<file path="src/rtl/common_incr_counter.sv">
// Registered up-counter built from chained 4-bit increment slices, with load/clear/saturate.
// Optional down-count (dir port, zc flag) when COMMON_INCR_COUNTER_DECR_EN is defined.

module common_incr_counter_slice (
    input  logic [3:0] d,
    input  logic       ci,
    input  logic       dn,
    output logic [3:0] nx,
    output logic       co
);
    // Up: carry out when all-ones; down: borrow out when all-zeros.
    always_comb begin
        nx = d;
        co = 1'b0;
        if (dn) begin
            co = ci & (d == 4'h0);
            if (ci) nx = d - 4'd1;
        end else begin
            co = ci & (d == 4'hF);
            if (ci) nx = d + 4'd1;
        end
    end
endmodule

module common_incr_counter #(
    parameter int unsigned WIDTH       = 16,
    parameter int unsigned RESET_VALUE = 0,
    parameter bit          SATURATE    = 1'b0
) (
    input  logic             clk,
    input  logic             reset,
    input  logic             clr,
    input  logic             ld,
    input  logic [WIDTH-1:0] ld_value,
    input  logic             en,
`ifdef COMMON_INCR_COUNTER_DECR_EN
    input  logic             dir,
    output logic             zc,
`endif
    output logic [WIDTH-1:0] q,
    output logic             tc,
    output logic             ovf,
    output logic             ovf_sticky
);
    localparam int unsigned      NSL   = WIDTH / 4;
    localparam logic [WIDTH-1:0] RST_Q = WIDTH'(RESET_VALUE);

    if (WIDTH < 4 || (WIDTH % 4) != 0) begin : g_bad_width
        $error("common_incr_counter: WIDTH must be a multiple of 4 and >= 4");
    end

    logic                  dn;
    logic [NSL:0]          cy;
    logic [NSL-1:0][3:0]   nx;
    logic [WIDTH-1:0]      q_nx;

`ifdef COMMON_INCR_COUNTER_DECR_EN
    assign dn = dir;
    assign zc = (q == '0);
`else
    assign dn = 1'b0;
`endif

    assign cy[0] = en;
    assign q_nx  = nx;
    assign tc    = &q;

    for (genvar k = 0; k < NSL; k++) begin : g_slice
        common_incr_counter_slice u_slice (
            .d  (q[4*k +: 4]),
            .ci (cy[k]),
            .dn (dn),
            .nx (nx[k]),
            .co (cy[k+1])
        );
    end

    // Final carry/borrow out is the overflow (or underflow) event.
    always_ff @(posedge clk) begin
        if (reset || clr) begin
            q          <= RST_Q;
            ovf        <= 1'b0;
            ovf_sticky <= 1'b0;
        end else if (ld) begin
            q   <= ld_value;
            ovf <= 1'b0;
        end else if (en) begin
            ovf <= cy[NSL];
            if (cy[NSL]) ovf_sticky <= 1'b1;
            if (!(SATURATE && cy[NSL])) q <= q_nx;
        end else begin
            ovf <= 1'b0;
        end
    end
endmodule

</file>
<file path="config.mk">
export PLATFORM = sky130hd
export DESIGN_NAME = common_incr_counter
export DESIGN_NICKNAME = d
export VERILOG_FILES = /design/src/rtl/common_incr_counter.sv
export SDC_FILE = /design/constraint.sdc
export NUM_CORES = 1
export LEC_CHECK = 0
export ABC_AREA = 1
export BUFFER_PORTS_ARGS = -buffer_cell sky130_fd_sc_hd__buf_2
export CAP_MARGIN = 15
export CORE_ASPECT_RATIO = 1.25
export CORE_UTILIZATION = 50
export CTS_CLUSTER_DIAMETER = 50
export DETAILED_ROUTE_END_ITERATION = 10
export GPL_TIMING_DRIVEN = 0
export PLACE_DENSITY = 0.86
export SYNTH_ARGS = -nofsm -noshare
export SYNTH_HDL_FRONTEND = slang
export SYNTH_HIERARCHICAL = 1
export SYNTH_SLANG_ARGS = --single-unit
</file>
<file path="constraint.sdc">
create_clock -name clk -period 4.8 [get_ports clk]
set_input_delay 0.24 -clock clk [delete_from_list [all_inputs] [get_ports clk]]
set_output_delay 0.24 -clock clk [all_outputs]
set_load 0.05 [all_outputs]
</file>
# Yosys cells after proc, flatten, opt, wreduce, memory -nomap -nowiden
# Index checks and enable logic that the tools add are counted.
word_totals:
  output_inout_bits: 19
  register_bits: 18
  wordCells: 36
  inputBits: 21
classes:
  reduce_logical: 11
  bitwise_logic: 6
  eq_ne: 4
  mux: 5
  addsub: 4
ops:
  columns: ["operator", "n"]
  rows:
  - ["$mux 16", 2]
  - ["$add 4x1->4 const B", 4]
  - ["$eq 4x4->1 const B", 4]
  - ["$reduce_and 16->1", 1]
  - ["$mux 4", 3]
  - ["$reduce_bool 2->1", 4]
  - ["$reduce_and 2->1", 3]
  - ["$and 1x1->1", 4]
  - ["$reduce_and 3->1", 1]
  - ["$reduce_or 3->1", 1]
  - ["$not 1->1", 2]
  - ["$logic_or 1x1->1", 1]

# Longest topological paths before layout
logic_depth:
  word_depth: 7
  depth_mapped: 18
  depth_no_buf: 18

# Modules after synthesis
# The synthesis kept the hierarchy.
by_module_without_submodules:
  columns: ["mod", "instances", "cells_each", "area_per_inst_um2", "seq_area_each_um2"]
  rows:
  - ["common_incr_counter", 1, 145, 991.0, 360.3]
  - ["common_incr_counter_slice", 4, 38, 186.4, 0.0]

# Worst setup path before layout
# Ideal clock, no wire load.
synth_path:
  kind: "register to register"
  startpoint: "register q[0]"
  endpoint: "register q[15]"
  setup_slack_ns: 2.107
  setup_time_ns: 0.109
  arrival_time_ns: 2.584
  n_path_buf: 0
  stages_incl_launch_ff: 17
  t_required_ns: 4.691
  period_less_slack_ns: 2.693
  cell_sequence: "dfxtp_1 > ha_1 > nand4_1 > a21oi_1 > inv_2 > a21oi_1 > inv_2 > a21oi_1 > nand2_1 > clkinv_1 > nand2_1 > nand3_1 > nand2_1 > nand3_2 > nand3_1 > nand2_1 > inv_1"
synth_between:
  elab_chain_cells: 6
synth_lines:
  columns: ["element", "line", "source"]
  rows:
  - ["start: declaration", "40", "output logic [WIDTH-1:0] q,"]
  - ["start signal: assignment", "85", "q <= ld_value;"]
  - ["start signal: assignment", "90", "if (!(SATURATE && cy[NSL])) q <= q_nx;"]
  - ["$eq 4x4->1", "19", "co = ci & (d == 4'hF);"]
  - ["$and 1x1->1", "19", null]
  - ["named net cy[1]", "53", "logic [NSL:0] cy;"]
  - ["$and 1x1->1", "19", null]
  - ["named net cy[2]", "53", null]
  - ["$and 1x1->1", "19", null]
  - ["named net cy[3]", "53", null]
  - ["$reduce_bool 2->1 (no source line)", null, null]
  - ["$reduce_and 2->1 (no source line)", null, null]
# The timed path passes the listed nets, and every way through them passes these cells.
# A chain may end at the register's enable or synchronous reset.

# Worst setup path in the final report
# Ends and elaborated chain as after synthesis.

==> results.txt <==
The classification of the worst-slack hold path is in -> reg. The number of cells in the design after placement came out at 395. After legalization and detailed placement, the total HPWL measured roughly 3000 um. The share of the synthesized area in the top cell type came out at approximately a quarter.

The static leakage is around 1.2 nW. The count of buffers added by post-CTS timing repair for setup is 0. The number of top-level pins is 40. The chip width is 54.7 um. The largest clock skew in the final design came out at 4.32 ps. The die area is 0.00371 mm^2.

The yosys synthesis warning count is 6. The shortest clock period the worst path allows after layout is around 2700 ps. The logic depth of the worst path, buffers included is 17. The final hold violation count came out at 0. The number of distinct standard cells referenced by the synthesized netlist is 19. The design area is 0.00211 mm^2.

The tree is rooted in a sky130_fd_sc_hd__clkbuf_8. The fill cell total of the finished layout came out at around 320. The worst-skew pair later-pin latency is approximately 260 ps. The per-cell via count in the routed design is approximately 4.7.

The iteration-0 DRC count of the detailed router is 23. The final clock period utilization by the worst path is a little under three fifths. The cts-stage hold buffer count came out at 0. The final setup slack of the worst path is 2090 ps.

STA classifies the critical path endpoint as a register. Counting instances in the post-synthesis netlist gives the leading cell types as sky130_fd_sc_hd__nand2_1 (118), sky130_fd_sc_hd__inv_1 (34), sky130_fd_sc_hd__nand3_1 (31). The delay of the slowest cell on the worst path came out at 470 ps. The max-capacitance violation count is 0. The area growth from synthesis to layout is 21.8%. The power per cell area is 188 mW/mm^2.

The detailed-route DRC error count came out at 0. The residual overflow from global routing came out at 0. The first-pass GRT wire length came out at 6490 um. The number of buffers added by the clock tree synthesis step is 3. The utilization after layout is 65.0%. The count of non-filler cells in the finished layout came out at ~400. The number of pins with negative max-slew slack in the final report is 0. The chip height came out at 67.9 um.

The deepest level of the CTS H-tree came out at 1. In the post-synthesis netlist, the biggest area contributors are sky130_fd_sc_hd__nand2_1 (26%), sky130_fd_sc_hd__dfxtp_1 (21%), sky130_fd_sc_hd__nand3_1 (8.9%). The post-synthesis instance area came out at roughly 0.0017 mm^2.

The instance count along the most critical hold path is 5. The number of sinks on the clock net came out at 18. The flow ran to the end, and the final reports show no timing, DRC or antenna violations. The count of endpoints failing setup in the final report is 0. The placeable core region came out at approximately 0.0033 mm^2. The total routing usage reported by global routing is 23.5%. The first-pass iteration count of the detailed router came out at 4. The total placed instance area came out at 0.00206 mm^2. The post-layout total power came out at roughly 400 uW. The initial antenna violation count came out at 0. The biggest area contributor in the post-synthesis netlist is sky130_fd_sc_hd__nand2_1.

The most used flip-flop cell after synthesis is sky130_fd_sc_hd__dfxtp_1. The quantity of gates resized following cts is 0. The placer's final routability congestion estimate came out at around 0.85. Walking the worst path, the cells encountered are ha_1, nand4_1, a21oi_1, inv_2, a21oi_1, inv_2, a21oi_1, nand2_1, clkinv_1, nand2_1, nand2_1, nand2_1, nand2_1, nand3_2, nand3_1, nand2_1, inv_1. No sink is reached through more buffers than the 2 on the longest clock path. In the post-synthesis netlist, the cell with the most instances is sky130_fd_sc_hd__nand2_1.

The total of buffers placed on input and output ports is 38. The per-cell routed wire length is 9.67 um. Setup repair after global routing left no endpoint under its margin. The via count of the first global-routing pass is 1607. The starting density of the core is around 53%. The length in cells of the worst reg-to-reg path is 17. In this run the core area contains 23 standard-cell rows.

For this design, the slowest cell found on the critical path is sky130_fd_sc_hd__dfxtp_1. By instance count, the cell type seen most on the critical path is sky130_fd_sc_hd__nand2_1. The number of storage elements in the synthesis netlist came out at 18. The pin count of the biggest net entering global routing is 11. The count of nets left with antenna violations once routing finished came out at 0. In this run the worst path has a maximum fanout of 8. The cell family contributing the most delay on the critical path is compound AO/OA/AOI/OAI gates.

The clock-pin slew reported for the worst setup and hold paths after clock tree synthesis came out at 70 ps. The critical path is of the reg -> reg type. The share of synthesized registers carrying an async set or reset is 0%.

The sequential element share of the synthesized area is 20.7%. TritonCTS built the clock tree. The number of enable flip-flop cells after synthesis came out at 0. The via count of the routed design came out at 1856. The mean area per synthesized cell came out at 5.85 um^2.

The post-route worst hold slack came out at 268 ps. Across all register-to-register paths, the minimum setup slack is 2090 ps. The post-route setup TNS is 0 ps.

Synthesis produced a little under 300 cells. The final wirelength came out at between 3000 and 4000 um. The endpoint required time on the critical path came out at 5010 ps.

The maximum vdd ir drop came out at 146 uV. The worst setup timing slack at the placement stage is 2140 ps. Of the cells placed in the final design, the portion with a size suffix greater than 1 is 21.5%. 0 antenna diodes ended up in the layout. The data arrival time at the worst-slack endpoint is 2920 ps. The buffers plus inverters on the worst setup path is 4. The total number of nets in the final design came out at 396. The worst setup path is launched from a register. For this run, the top clock speed supported by timing is 369 MHz.
## layout make-up
cell class | count | area (um^2) | share of cell area (%)
buffer | 7 | 66.3 | 3.14
tap | 37 | 46.3 | 2.19
inverter | 47 | 179 | 8.46
clock buffer | 4 | 55.1 | 2.60
sequential | 18 | 360 | 17.0
timing repair buffer | 38 | 190 | 8.99
multi-input combinational | 248 | 1220 | 57.6
## worst reg2reg max path: stages (launching register included)
cell and delay (ps):
sky130_fd_sc_hd__dfxtp_1 470, sky130_fd_sc_hd__ha_1 210, sky130_fd_sc_hd__nand4_1 100, sky130_fd_sc_hd__a21oi_1 350
sky130_fd_sc_hd__inv_2 110, sky130_fd_sc_hd__a21oi_1 310, sky130_fd_sc_hd__inv_2 100, sky130_fd_sc_hd__a21oi_1 340
sky130_fd_sc_hd__nand2_1 100, sky130_fd_sc_hd__clkinv_1 80, sky130_fd_sc_hd__nand2_1 60, sky130_fd_sc_hd__nand2_1 60
sky130_fd_sc_hd__nand2_1 40, sky130_fd_sc_hd__nand2_1 60, sky130_fd_sc_hd__nand3_2 70, sky130_fd_sc_hd__nand3_1 80
sky130_fd_sc_hd__nand2_1 50, sky130_fd_sc_hd__inv_1 50
## sequential cells by signal, summed over array words and instances (netlist names)
| signal | cells |
|---|---|
| ovf | 1 |
| ovf_sticky | 1 |
| q | 16 |
## cells in the final DEF (no fill, tap or decap)
| cell | n |
|---|---|
| sky130_fd_sc_hd__buf_8 | 1 |
| sky130_fd_sc_hd__nor2_2 | 5 |
| sky130_fd_sc_hd__nor2_8 | 1 |
| sky130_fd_sc_hd__buf_2 | 40 |
| sky130_fd_sc_hd__clkinv_1 | 4 |
| sky130_fd_sc_hd__inv_2 | 8 |
| sky130_fd_sc_hd__buf_4 | 1 |
| sky130_fd_sc_hd__ha_1 | 12 |
| sky130_fd_sc_hd__inv_1 | 34 |
| sky130_fd_sc_hd__conb_1 | 24 |
| sky130_fd_sc_hd__buf_6 | 3 |
| sky130_fd_sc_hd__nand3_1 | 31 |
| sky130_fd_sc_hd__nand3_2 | 14 |
| sky130_fd_sc_hd__dfxtp_1 | 18 |
| sky130_fd_sc_hd__nand4_1 | 4 |
| sky130_fd_sc_hd__a21oi_1 | 13 |
| sky130_fd_sc_hd__inv_4 | 1 |
| sky130_fd_sc_hd__clkbuf_8 | 4 |
| sky130_fd_sc_hd__nor2_1 | 26 |
| sky130_fd_sc_hd__nand2_1 | 118 |
## where the power goes
part           leakage, nW  internal (mW)  total (mW)  switching (mW)
sequential           0.147          0.154       0.164         0.00962
clock               0.0288         0.0730       0.128          0.0553
combinational        0.985         0.0371       0.106          0.0687
## routing by layer
metal  track usage (%)  up-vias  part of all wire [%]
met5                 0        -                     0
met4              11.2        0                   1.5
met3              1.78        4                   3.7
met2              40.8       43                    50
met1              28.2      783                    45
li1                  -     1026                     -
## cell families after synthesis
group	count (synthesis)	share of synthesized area [%]
adders and majority gates	12	8.65
DFF	18	20.7
AOI/OAI and AO/OA	13	3.75
buffers and inverters	54	14.1
and+or+nand+nor	199	52.5
other	1	0.216
## path summary, 6_finish.rpt
| check | start | end |
|---|---|---|
| max | q[0] | q[15] |
| min | ld_value[5] | q[5] |
| max reg2reg | q[0] | q[15] |
| min reg2reg | ovf_sticky | ovf_sticky |
Power figures use the tool's default switching activity.
